### src/rtl/vdot_pkg.sv
// Shared definitions for the vector dot-product issuer: FSM state encoding and EXEC length.
package vdot_pkg;

    localparam int VDOT_LAT = 3;

    typedef enum logic [2:0] {
        ST_IDLE  = 3'd0,
        ST_FETCH = 3'd1,
        ST_LOAD  = 3'd2,
        ST_EXEC  = 3'd3,
        ST_DONE  = 3'd4
    } vdot_state_e;

endpackage

### src/rtl/vdot_acc.sv
// 32-bit unsigned accumulator with synchronous clear.
// Macro VDOT_ISSUER_SAT_EN selects clamping at 0xFFFFFFFF with a sticky overflow flag; otherwise it wraps.
module vdot_acc
    import vdot_pkg::*;
(
    input  logic        clk,
    input  logic        rst,
    input  logic        clr,
    input  logic        add_en,
    input  logic [31:0] din,
    output logic [31:0] acc,
    output logic        ovf
);

    logic [31:0] acc_reg;

`ifdef VDOT_ISSUER_SAT_EN
    logic [32:0] sum;
    logic        ovf_reg;

    assign sum = {1'b0, acc_reg} + {1'b0, din};

    always_ff @(posedge clk) begin
        if (rst || clr) begin
            acc_reg <= '0;
            ovf_reg <= 1'b0;
        end else if (add_en) begin
            // Carry-out pins the sum at all-ones; once saturated it stays there.
            if (sum[32]) begin
                acc_reg <= '1;
                ovf_reg <= 1'b1;
            end else begin
                acc_reg <= sum[31:0];
            end
        end
    end

    assign ovf = ovf_reg;
`else
    always_ff @(posedge clk) begin
        if (rst || clr) begin
            acc_reg <= '0;
        end else if (add_en) begin
            acc_reg <= acc_reg + din;
        end
    end

    assign ovf = 1'b0;
`endif

    assign acc = acc_reg;

endmodule

### src/rtl/vdot_issuer.sv
// Walks two operand vectors in memory, feeds each word pair to a 3-cycle dot-product unit and sums results.
// Macro VDOT_ISSUER_SAT_EN (handled in vdot_acc) turns on saturating accumulation.
module vdot_issuer
    import vdot_pkg::*;
#(
    parameter int ADDR_W = 8,
    parameter int LEN_W  = 8
) (
    input  logic              clk,
    input  logic              rst,
    input  logic              start,
    input  logic [LEN_W-1:0]  len,
    input  logic [ADDR_W-1:0] base_a,
    input  logic [ADDR_W-1:0] base_b,
    output logic [ADDR_W-1:0] a_addr,
    output logic [ADDR_W-1:0] b_addr,
    input  logic [31:0]       a_rdata,
    input  logic [31:0]       b_rdata,
    output logic              vd_en,
    output logic [31:0]       vd_a,
    output logic [31:0]       vd_b,
    input  logic [31:0]       vd_res,
    output logic              busy,
    output logic              done,
    output logic [31:0]       acc,
    output logic              ovf
);

    vdot_state_e       state_reg, state_next;
    logic [LEN_W-1:0]  len_reg;
    logic [LEN_W-1:0]  i_reg;
    logic [ADDR_W-1:0] base_a_reg, base_b_reg;
    logic [1:0]        cnt_reg;
    logic [31:0]       opa_reg, opb_reg;
    logic [LEN_W:0]    i_inc;
    logic              accept;
    logic              exec_last;
    logic              last_elem;

    assign accept    = (state_reg == ST_IDLE) && start;
    assign exec_last = (state_reg == ST_EXEC) && (cnt_reg == 2'(VDOT_LAT - 1));
    assign i_inc     = {1'b0, i_reg} + 1'b1;
    assign last_elem = (i_inc == {1'b0, len_reg});

    always_comb begin
        state_next = state_reg;
        case (state_reg)
            ST_IDLE:  if (start) state_next = (len == '0) ? ST_DONE : ST_FETCH;
            ST_FETCH: state_next = ST_LOAD;
            ST_LOAD:  state_next = ST_EXEC;
            ST_EXEC:  if (exec_last) state_next = last_elem ? ST_DONE : ST_FETCH;
            ST_DONE:  state_next = ST_IDLE;
            default:  state_next = ST_IDLE;
        endcase
    end

    always_ff @(posedge clk) begin
        if (rst) begin
            state_reg  <= ST_IDLE;
            len_reg    <= '0;
            i_reg      <= '0;
            base_a_reg <= '0;
            base_b_reg <= '0;
            cnt_reg    <= '0;
            opa_reg    <= '0;
            opb_reg    <= '0;
        end else begin
            state_reg <= state_next;
            if (accept) begin
                len_reg    <= len;
                base_a_reg <= base_a;
                base_b_reg <= base_b;
                i_reg      <= '0;
            end
            if (state_reg == ST_LOAD) begin
                opa_reg <= a_rdata;
                opb_reg <= b_rdata;
                cnt_reg <= '0;
            end
            if (state_reg == ST_EXEC) begin
                if (exec_last) begin
                    i_reg <= i_inc[LEN_W-1:0];
                end else begin
                    cnt_reg <= cnt_reg + 2'd1;
                end
            end
        end
    end

    // Addresses are pure functions of the latched bases and index, so they wrap at 2^ADDR_W for free.
    assign a_addr = base_a_reg + ADDR_W'(i_reg);
    assign b_addr = base_b_reg + ADDR_W'(i_reg);

    assign vd_en = (state_reg == ST_EXEC);
    assign vd_a  = opa_reg;
    assign vd_b  = opb_reg;
    assign busy  = (state_reg != ST_IDLE);
    assign done  = (state_reg == ST_DONE);

    vdot_acc u_acc (
        .clk    (clk),
        .rst    (rst),
        .clr    (accept),
        .add_en (exec_last),
        .din    (vd_res),
        .acc    (acc),
        .ovf    (ovf)
    );

endmodule

### config.mk
export PLATFORM = sky130hd
export DESIGN_NAME = vdot_issuer
export DESIGN_NICKNAME = d
export VERILOG_FILES = /design/src/rtl/vdot_pkg.sv /design/src/rtl/vdot_acc.sv /design/src/rtl/vdot_issuer.sv
export SDC_FILE = /design/constraint.sdc
export NUM_CORES = 1
export LEC_CHECK = 0
export ABC_AREA = 0
export CAP_MARGIN = 25
export CORE_ASPECT_RATIO = 1.4
export CORE_MARGIN = 2
export CORE_UTILIZATION = 50
export CTS_CLUSTER_DIAMETER = 50
export DETAILED_ROUTE_END_ITERATION = 10
export GPL_TIMING_DRIVEN = 0
export PLACE_DENSITY_LB_ADDON = 0.15
export SLEW_MARGIN = 40
export SYNTH_ARGS = -nofsm -noshare
export SYNTH_HDL_FRONTEND = slang
export SYNTH_SLANG_ARGS = --single-unit
### constraint.sdc
create_clock -name clk -period 7.72 [get_ports clk]
set_input_delay 1.158 -clock clk [delete_from_list [all_inputs] [get_ports clk]]
set_output_delay 1.158 -clock clk [all_outputs]
set_load 0.01 [all_outputs]
# == After elaboration in Yosys (flattened, before gate mapping) ==
# Cells that the tools add are included.
# totals
input_bits,123
register_bits,133
out_inout_bits,116
word_cells,40
# classes
addsub,5
reduce_logical,7
mux,11
n_eq_ne,8
# ops
cell,count
$add A32 B32 Y32,1
$mux W8,3
$add A8 B8 Y8,2
$mux W3,4
$pmux W3 S4,1
$add A8 B1 Y9 const B,1
$eq A9 B8 Y1,1
$logic_not A8 Y1,1
$eq A3 B2 Y1 const B,2
$mux W2,3
$eq A3 B1 Y1 const B,1
$eq A3 B3 Y1 const B,1
$logic_not A3 Y1,1
$reduce_bool A3 Y1,1
$add A2 B1 Y2 const B,1
$eq A2 B2 Y1 const B,1
$logic_and A1 B1 Y1,2
$ne A2 B1 Y1 const B,1
$ne A2 B2 Y1 const B,1
$reduce_and A2 Y1,1
$logic_or A1 B1 Y1,1

# == Depth between registers and ports, before layout ==
# Gate-level depths: netlist of the first run.
# depth
depth_word,5
mapped_depth,12
depth_no_buf,11

# == By module ==
# Synthesis of the first run repeated with hierarchy kept, for this count alone.
# hier_totals
cells_unflattened,902
hier_area_um2,7129.3
# modules_own_cells
module,seq_area_each_um2,area_each_um2,n_inst,cells_each
vdot_issuer,2021.9,4424.2,1,575
vdot_acc,640.6,2705.1,1,327

# == Worst setup path before layout of the first run ==
# Ideal clock, no wire load.
# synth_path
path_kind,in2reg
start,in vd_res[0]
end,reg u_acc.acc_reg[24] (netlist: u_acc.acc[24])
cell_stages,11
path_buffers,0
t_arrival_ps,3187
path_slack_ps,4410
required_time_ps,7596
cell_sequence,ha_1 -> fa_1 -> a211oi_1 -> o21a_1 -> or3_4 -> a31oi_1 -> o21ai_1 -> a21oi_1 -> o31ai_1 -> mux2i_1 -> nand3_1
# synth_between
elab_chain_cells,1
# synth_rtl
item,line_no,source
"start, declared",vdot_issuer.sv:22,"input logic [31:0] vd_res,"
$add A32 B32 Y32,vdot_acc.sv:44,acc_reg <= acc_reg + din;
"end signal, assigned",vdot_acc.sv:44,
"end, declared",vdot_acc.sv:15,logic [31:0] acc_reg;
# No other way between the ends.
# A chain may end at the register's enable or synchronous reset.

# == Final worst setup path of the first run ==
# layout_path
start,reg i_reg[0]
end,out a_addr[6]
# layout_between
elab_chain_cells,1
# layout_rtl
item,line_no,source
"start, declared",vdot_issuer.sv:31,logic [LEN_W-1:0] i_reg;
"start signal, assigned",vdot_issuer.sv:82,i_reg <= i_inc[LEN_W-1:0];
$add A8 B8 Y8,vdot_issuer.sv:91,assign a_addr = base_a_reg + ADDR_W'(i_reg);
"end, declared",vdot_issuer.sv:15,"output logic [ADDR_W-1:0] a_addr,"
# No other way between the ends.

==> results.toml, run 1 <==
[drt]
vias = 7416
wl_per_cell_microns = 15.4
drt_wl_total_mm = 21.3
postRouteAntennaNets = 0
drc = 0
drt_iter0_markers = 324
vias_per_cell = 5.35
firstDrtPassIters = 5

[logic_synthesis]
synth_seq_cells = 133
synth_area_leader_cell = "dfxtp_1"
synthCells = 933
synth.yosys.seq_area_share_pct = 37.5
synthTopCellsByArea = "dfxtp_1 38%, nand2_1 13%, a21oi_1 11%, ha_1 8.3%, xnor2_1 4.3%"
avgSynthCellArea_sq_um = 7.61
syn-cell-area_sq_um = 7100
syn_nets = 1106
synth_top_area_share_pct = 37.5
synth_edf_count = 0
ys_types = 60
ys_top_cells_by_count = "249 x nand2_1, 158 x a21oi_1, 133 x dfxtp_1"
synth_flop_cell = "dfxtp_1"
async_flop_share_pct = 0
synth_warnings = 0
yosysMostFrequentCell = "nand2_1"

[floorplanning]
die-area_sq_um = 15200
die_w_microns = 105
fp-row-count = 51
initial_core_util_pct = 51.0
die_h_microns = 145
core_area_sq_um = 13900
ios = 239

[critical_path]
crit_type = "reg2out"
start_kind = "flip-flop"
worstPathRequired_ps = 6560
cp.arrival_ps = 2920
path_max_fanout = 6
r2r_slack_ps = 4750
endpoint_kind = "primary output"

[cts]
htreeDepth = 4
hold_buffers = 0
tritoncts = "built"
insertion_delay_ps = 410
clock-sinks = 133
ctsResizeCount = 0
cts_buffer_depth = 2
clk_transition_reported_paths_ps = 60
cts_root_buffer = "clkbuf_16"
postCtsSetupBuffers = 0
cts_made_buffers = 17

[global_route]
antenna_found_initial = 0
grtUsageMet2_pct = 51.2
grt_max_degree = 17
top_usage_layer = "met2"
grtUsageMet3_pct = 9.07
grt_use_met1_pct = 28.1
grt_overflow_total = 0
grt_pass1_vias = 7365
grtUsageTotal_pct = 28.0
grt_pass1_wl_mm = 34.7

[timing]
tightestPinTransition_ps = 589
drv_slew = 0
fin_worst_skew_ps = 12.3
finalCritPeriodShare_pct = 52.8
setup_viol = 0
rsz0062_at_grt = "false"
tns_ps = 0
timing.final.hold_violations = 0
max-slew-margin-rel_pct = 60.7
finalCriticalPeriod_ps = 4080
fmax_mhz = 245

[finish]
antenna_cells = 0
finish.instance_area_sq_um = 10300
area_growth_pct = 44.6
nNetsFinal = 1361
fillers = 1174
drive_above_1_share_pct = 4.42

[place]
place_area_sq_um = 9690
hpwl_mm = 16.4
port_buffers = 236
gp_congestion = 0.925

[power]
power.total_w = 0.00180
p_per_area_nw_per_um2 = 175
p_leak_nw = 3.98
max-vdd-ir-drop_v = 0.000147

[run_status]
status = "finished, final reports clean"

[job]
maxCapViolCount = 0

[hold_path]
hold_path.class = "reg2reg"
final cells by class:
class	count	area (sq um)	area share, %
Buffer	53	209	2.04
Clock buffer	19	453	4.41
Clock inverter	12	116	1.13
Inverter	24	90.1	0.878
Multi-Input combinational cell	723	4140	40.3
Sequential cell	133	2660	26.0
Tap cell	185	231	2.26
Timing Repair Buffer	236	2360	23.0
placed cells by master (no fill, tap or decap), drive strengths merged, types with 2 or more instances in the layout:
cell type and n:
a211oi 7, a21boi 2, a21o 16, a21oi 159, a31oi 7, and2 3
and3 3, buf 7, clkbuf 65, clkdlybuf4s50 236, clkinv 3, clkinvlp 2
dfxtp 133, fa 3, ha 47, inv 30, nand2 249, nand2b 4
nand3 25, nand4 8, nor2 42, nor2b 3, nor3 12, nor3b 3
nor4 5, o211ai 3, o21ai 29, o21bai 10, o221ai 2, o31ai 4
o41ai 2, or3 7, or4 3, xnor2 35, xor2 17
critical path, cell delays in order (launching register included):
cell and delay [ps]:
dfxtp_1 480, ha_1 220, inv_1 60, fa_1 420
inv_1 80, a21oi_1 80, o21bai_1 230, a21o_1 160
a21oi_1 80, xnor2_1 150, clkdlybuf4s50_1 550
where the power goes:
group	leakage [nW]	internal (W)	switching, W	total, W
clock	0.277	0.000464	0.000322	0.000785
combinational	2.62	0.000143	0.000135	0.000278
sequential	1.08	0.000716	0.0000160	0.000732
path summary, 6_finish.rpt:
kind                 from            end  cells after the start
max reg2reg  u_acc.acc[1]  u_acc.acc[19]                     10
min reg2reg       vd_b[5]        vd_b[5]                      2
min               vd_b[5]        vd_b[5]                      2
max              i_reg[0]      a_addr[6]                     10
metal layers:
layer  part of all wire [%]  routed length (microns)
met3                    7.1                     1520
met1                     36                     7740
met2                     52                    11200
met5                      0                        0
met4                    4.1                      880
through the flow:
stage               util (%)  hold slack [ps]  worst slack [ps]  cells
floorplan                  -              440              4410    933
global placement        69.7              440              3580   1354
detailed placement      69.7              446              3570   1354
CTS                     73.8              454              3640   1385
global route            73.8              467              3440   1385
finish                  73.8              452              3640   1385
logic make-up after synthesis:
| group | count (synthesis) | synth area share, % |
|---|---|---|
| other | 1 | 0.0528 |
| xor gates and xnor gates | 52 | 6.42 |
| DFF | 133 | 37.5 |
| adders and majority gates | 50 | 9.13 |
| and+or+nand+nor | 371 | 22.5 |
| muxes | 1 | 0.141 |
| AOI/OAI and AO/OA | 248 | 20.0 |
| buffers and inverters | 77 | 4.21 |
Power figures use the tool's default switching activity.
==> run 2: changes to the inputs <==
--- a/config.mk
+++ b/config.mk
@@ -9,7 +9,7 @@
 export CAP_MARGIN = 25
 export CORE_ASPECT_RATIO = 1.4
 export CORE_MARGIN = 2
-export CORE_UTILIZATION = 50
+export CORE_UTILIZATION = 42
 export CTS_CLUSTER_DIAMETER = 50
 export DETAILED_ROUTE_END_ITERATION = 10
 export GPL_TIMING_DRIVEN = 0
==> constraint.sdc (replaced) <==
create_clock -name clk -period 3.55 [get_ports clk]
set_input_delay 0.5325 -clock clk [delete_from_list [all_inputs] [get_ports clk]]
set_output_delay 0.5325 -clock clk [all_outputs]
set_load 0.01 [all_outputs]
==> results.toml, run 2 (same netlist as run 1, synthesis figures left out) <==
[drt]
firstDrtPassIters = 5
drc = 0
vias = 7207
postRouteAntennaNets = 0
drt_iter0_markers = 354
wl_per_cell_microns = 15.3
vias_per_cell = 5.13
drt_wl_total_mm = 21.4

[global_route]
grt_max_degree = 17
grtUsageTotal_pct = 23.7
antenna_found_initial = 0
grt_pass1_vias = 7065
grt_pass1_wl_mm = 33.8
grt_overflow_total = 0

[critical_path]
worstPathRequired_ps = 3020
path_max_fanout = 6
cp_slowest_stage_delay_ps = 550
crit_path_top_delay_cell = "clkdlybuf4s50_1"
timing.rr.start = "u_acc.acc[2]"
endpoint_kind = "primary output"
reg2reg_depth = 10
crit-reg2reg-capture = "u_acc.acc[15]"
path_cells = "ha_1 > inv_1 > fa_1 > inv_1 > a21oi_1 > o21bai_1 > a21o_1 > a21oi_1 > xnor2_1 > clkdlybuf4s50_1"
start_kind = "flip-flop"
r2r_slack_ps = 630
cp.arrival_ps = 2760
crit_type = "reg2out"

[finish]
antenna_cells = 0
nNetsFinal = 1361
drive_above_1_share_pct = 4.75
area_growth_pct = 45.8
utilization_pct = 62.0
fillers = 1566
layout_commonest_cell = "nand2_1"
fin_cells = 1404
mostFrequentLayoutCells = "249 x nand2_1, 236 x clkdlybuf4s50_1, 157 x a21oi_1, 131 x dfxtp_1, 47 x ha_1"

[cts]
insertion_delay_ps = 410
cts_root_buffer = "clkbuf_16"
cts_buffer_depth = 2
clock-sinks = 133
hold_buffers = 0
tritoncts = "built"
cts_made_buffers = 17
clk_transition_reported_paths_ps = 60
htreeDepth = 4

[hold_path]
holdPathEnd = "vd_a[10]"
hold_path.class = "reg2reg"
hold_path_depth = 2
hold_start = "vd_a[10]"

[power]
p_per_area_nw_per_um2 = 394
power.total_w = 0.00407
p_leak_nw = 4.00
max-vdd-ir-drop_v = 0.000328

[timing]
timing.hold.ws_ps = 452
fin_worst_skew_ps = 7.86
fmax_mhz = 304
tightestPinTransition_ps = 605
drv_slew = 0
finalCriticalPeriod_ps = 3290
timing.final.hold_violations = 0
setup_viol = 0
finalCritPeriodShare_pct = 92.8
tns_ps = 0
max-slew-margin-rel_pct = 59.7
rsz0062_at_grt = "false"

[floorplanning]
initial_core_util_pct = 42.6
die-area_sq_um = 18000
die_h_microns = 158
die_w_microns = 114
ios = 239
core_area_sq_um = 16700
fp-row-count = 56

[run_status]
status = "finished, final reports clean"

[place]
hpwl_mm = 16.3
port_buffers = 236
gp_congestion = 0.927
place_inst = 1372

[job]
maxCapViolCount = 0
## run 2: stage by stage
stage | area (sq um) | worst slack (ps)
2_1_floorplan | 7100 | 865
3_3_place_gp | 9710 | 5.40
3_5_place_dp | 9710 | 7.63
4_1_cts | 10300 | 121
5_1_grt | 10300 | 4.74
6_report | 10300 | 257
## run 2: critical path: cells and delay by family, from the launching register on
kind / cells / cell delay, ps
buf+inv: 3 / 680
compound gates: 4 / 510
xor+xnor: 1 / 140
flops: 1 / 420
fa+ha+maj: 2 / 610
## run 2: area by class of cell
class / count / area (sq um) / share of cell area [%]
multi-input combinational: 723 / 4140 / 40.0
sequential: 133 / 2670 / 25.8
timing repair buffer: 236 / 2360 / 22.8
clock buffer: 18 / 439 / 4.24
tap: 203 / 254 / 2.45
buffer: 53 / 209 / 2.02
clock inverter: 14 / 189 / 1.83
inverter: 24 / 90.1 / 0.871
## run 2: repair_timing
item	in CTS	in global routing
gates resized for setup	0	3
setup endpoints to repair	0	3
buffers inserted	0	0
## run 2: worst max path at each step
stage,cells past startpoint,slack [ps],endpoint,startpoint
finish,10,260,a_addr[6],i_reg[0]
global route,10,5,a_addr[6],i_reg[0]
CTS,10,120,a_addr[6],i_reg[0]
detailed placement,11,8,u_acc.acc[15],vd_res[4]
global placement,11,5,u_acc.acc[15],vd_res[2]
floorplan,11,870,u_acc.acc[24],vd_res[0]
## run 2: layer usage
layer	track usage, %	part of all wire, %
met1	24.0	38
met2	45.2	52
met3	7.81	7.6
met4	7.90	1.5
met5	0	0
## run 2: power by group
part,internal [W],switching [W],total [W]
Combinational,0.000311,0.000292,0.000603
Clock,0.00115,0.000735,0.00188
Sequential,0.00156,0.0000340,0.00159
Total,0.00301,0.00106,0.00407
==> run 3: changes to the inputs <==
--- a/config.mk
+++ b/config.mk
@@ -11,8 +11,8 @@
 export CORE_MARGIN = 2
 export CORE_UTILIZATION = 42
 export CTS_CLUSTER_DIAMETER = 50
+export CTS_CLUSTER_SIZE = 14
 export DETAILED_ROUTE_END_ITERATION = 10
-export GPL_TIMING_DRIVEN = 0
 export PLACE_DENSITY_LB_ADDON = 0.15
 export SLEW_MARGIN = 40
 export SYNTH_ARGS = -nofsm -noshare
==> results.toml, run 3 (same netlist as run 1, synthesis figures left out) <==
[critical_path]
reg2reg_depth = 10
start_kind = "flip-flop"
crit_top_cell = "a21oi_1"
worstPathRequired_ps = 3020
endpoint_kind = "primary output"
critPathBufInv = 1
r2r_slack_ps = 740
critPathTopFamily = "compound AO/OA/AOI/OAI gates"
timing.rr.start = "u_acc.acc[14]"
startpoint = "i_reg[2]"
cp_slowest_stage_delay_ps = 570
crit_type = "reg2out"
worstSetupPathDepth = 8
path_max_fanout = 9
path_cells = "ha_1 > a21oi_1 > o21bai_1 > a21oi_1 > o21bai_1 > a21oi_1 > xnor2_1 > clkdlybuf4s50_1"
crit_path_top_delay_cell = "clkdlybuf4s50_1"
cp.arrival_ps = 2860

[timing]
fin_worst_skew_ps = 25.3
finalCritPeriodShare_pct = 95.7
timing.hold.ws_ps = 451
finalCriticalPeriod_ps = 3400
tightestPinTransition_ps = 706
drv_slew = 0
fmax_mhz = 294
rsz0062_at_grt = "false"
setup_viol = 0
timing.final.hold_violations = 0
max-slew-margin-rel_pct = 52.9
tns_ps = 0

[drt]
drt_iter0_markers = 325
drc = 0
drt_wl_total_mm = 20.6
vias_per_cell = 5.21
firstDrtPassIters = 5
vias = 7161
wl_per_cell_microns = 15.0
postRouteAntennaNets = 0

[place]
port_buffers = 237
gp_congestion = 0.909
place_area_sq_um = 9690
hpwl_mm = 15.5

[global_route]
grt_overflow_total = 0
grt_pass1_vias = 6997
grtUsageTotal_pct = 23.2
grt_pass1_wl_mm = 33.5
grt_max_degree = 84
antenna_found_initial = 0

[cts]
hold_buffers = 0
postCtsSetupBuffers = 0
cts_root_buffer = "clkbuf_16"
tritoncts = "built"
cts_buffer_depth = 2
clock-sinks = 133
htreeDepth = 4
cts_made_buffers = 17
ctsResizeCount = 0
insertion_delay_ps = 430
clk_transition_reported_paths_ps = 60

[hold_path]
hold_path.class = "reg2reg"
hold_path_depth = 2
hold_start = "vd_b[7]"

[floorplanning]
core_area_sq_um = 16700
initial_core_util_pct = 42.6
fp-row-count = 56
die_h_microns = 158
die_w_microns = 114
die-area_sq_um = 18000
ios = 239

[finish]
layout_commonest_cell = "nand2_1"
nNetsFinal = 1332
area_growth_pct = 44.6
drive_above_1_share_pct = 6.48
antenna_cells = 0
finish.instance_area_sq_um = 10300
mostFrequentLayoutCells = "248 x nand2_1, 236 x clkdlybuf4s50_1, 157 x a21oi_1, 131 x dfxtp_1, 47 x ha_1"

[power]
power.switching_w = 0.00102
max-vdd-ir-drop_v = 0.000263
internal_power_w = 0.00286
combinationalPowerShare_pct = 15.3
seqPwrFrac_pct = 41.0
p_per_area_nw_per_um2 = 379
clockPowerShare_pct = 43.7
sw_frac_of_total_pct = 26.4
p_leak_nw = 4.02

[run_status]
status = "finished, final reports clean"

[job]
maxCapViolCount = 0
run 3: cell count changes in the layout (fill, tap and decap cells not counted), moves of 2 or more:
cell       previous run  this run
buf_1                 2         0
buf_2                 4         1
buf_4                 1        22
bufinv_16             3         1
clkbuf_1             45         1
clkinv_2              0         3
run 3: path summary, 6_finish.rpt:
check | endpoint
hold / removal | vd_b[7]
setup reg to reg | u_acc.acc[31]
setup / recovery | b_addr[7]
hold reg to reg | vd_b[7]
run 3: area by class of cell:
| class | count | area [sq um] |
|---|---|---|
| inverters | 24 | 90.1 |
| clock buffers | 19 | 443 |
| clock inverters | 13 | 125 |
| repair buffers | 260 | 2540 |
| multi-input cells | 723 | 4140 |
| well taps | 203 | 254 |
| flip-flops and latches | 133 | 2670 |
| fillers | 1558 | 6410 |
run 3: worst reg2reg max path, delay by kind of cell, from the launching register on:
| kind | cells | cell delay (ps) |
|---|---|---|
| compound gates | 5 | 1330 |
| simple gates | 3 | 560 |
| fa+ha+maj | 1 | 410 |
| flops | 1 | 330 |
| xor+xnor | 1 | 150 |
run 3: layer usage:
metal	vias up	part of all wire (%)	GRT usage, %	wire (microns)
li1	3639	-	-	-
met1	3244	39	25.3	8120
met2	251	51	41.8	10500
met3	27	7.9	7.54	1640
met4	0	1.8	8.30	381
met5	-	0	0	0
run 3: metrics by stage:
stage / worst slack, ps / utilization, % / total power, W / instances
3_3_place_gp: 161 / 58.1 / 0.00222 / 1343
5_1_grt: 4.58 / 61.5 / 0.00405 / 1375
2_1_floorplan: 865 / - / 0.00190 / 933
6_report: 153 / 61.5 / 0.00389 / 1375
3_5_place_dp: 157 / 58.1 / 0.00223 / 1343
4_1_cts: 82.6 / 61.5 / 0.00393 / 1375
run 3: power groups by stage:
stage / registers [W] / clock network (W) / logic, W
after global placement: 0.00162 / 0 / 0.000597
after CTS: 0.00159 / 0.00173 / 0.000603
after detailed placement: 0.00163 / 0 / 0.000600
final: 0.00159 / 0.00170 / 0.000596
after global routing: 0.00160 / 0.00180 / 0.000657
after floorplan: 0.00164 / 0 / 0.000258
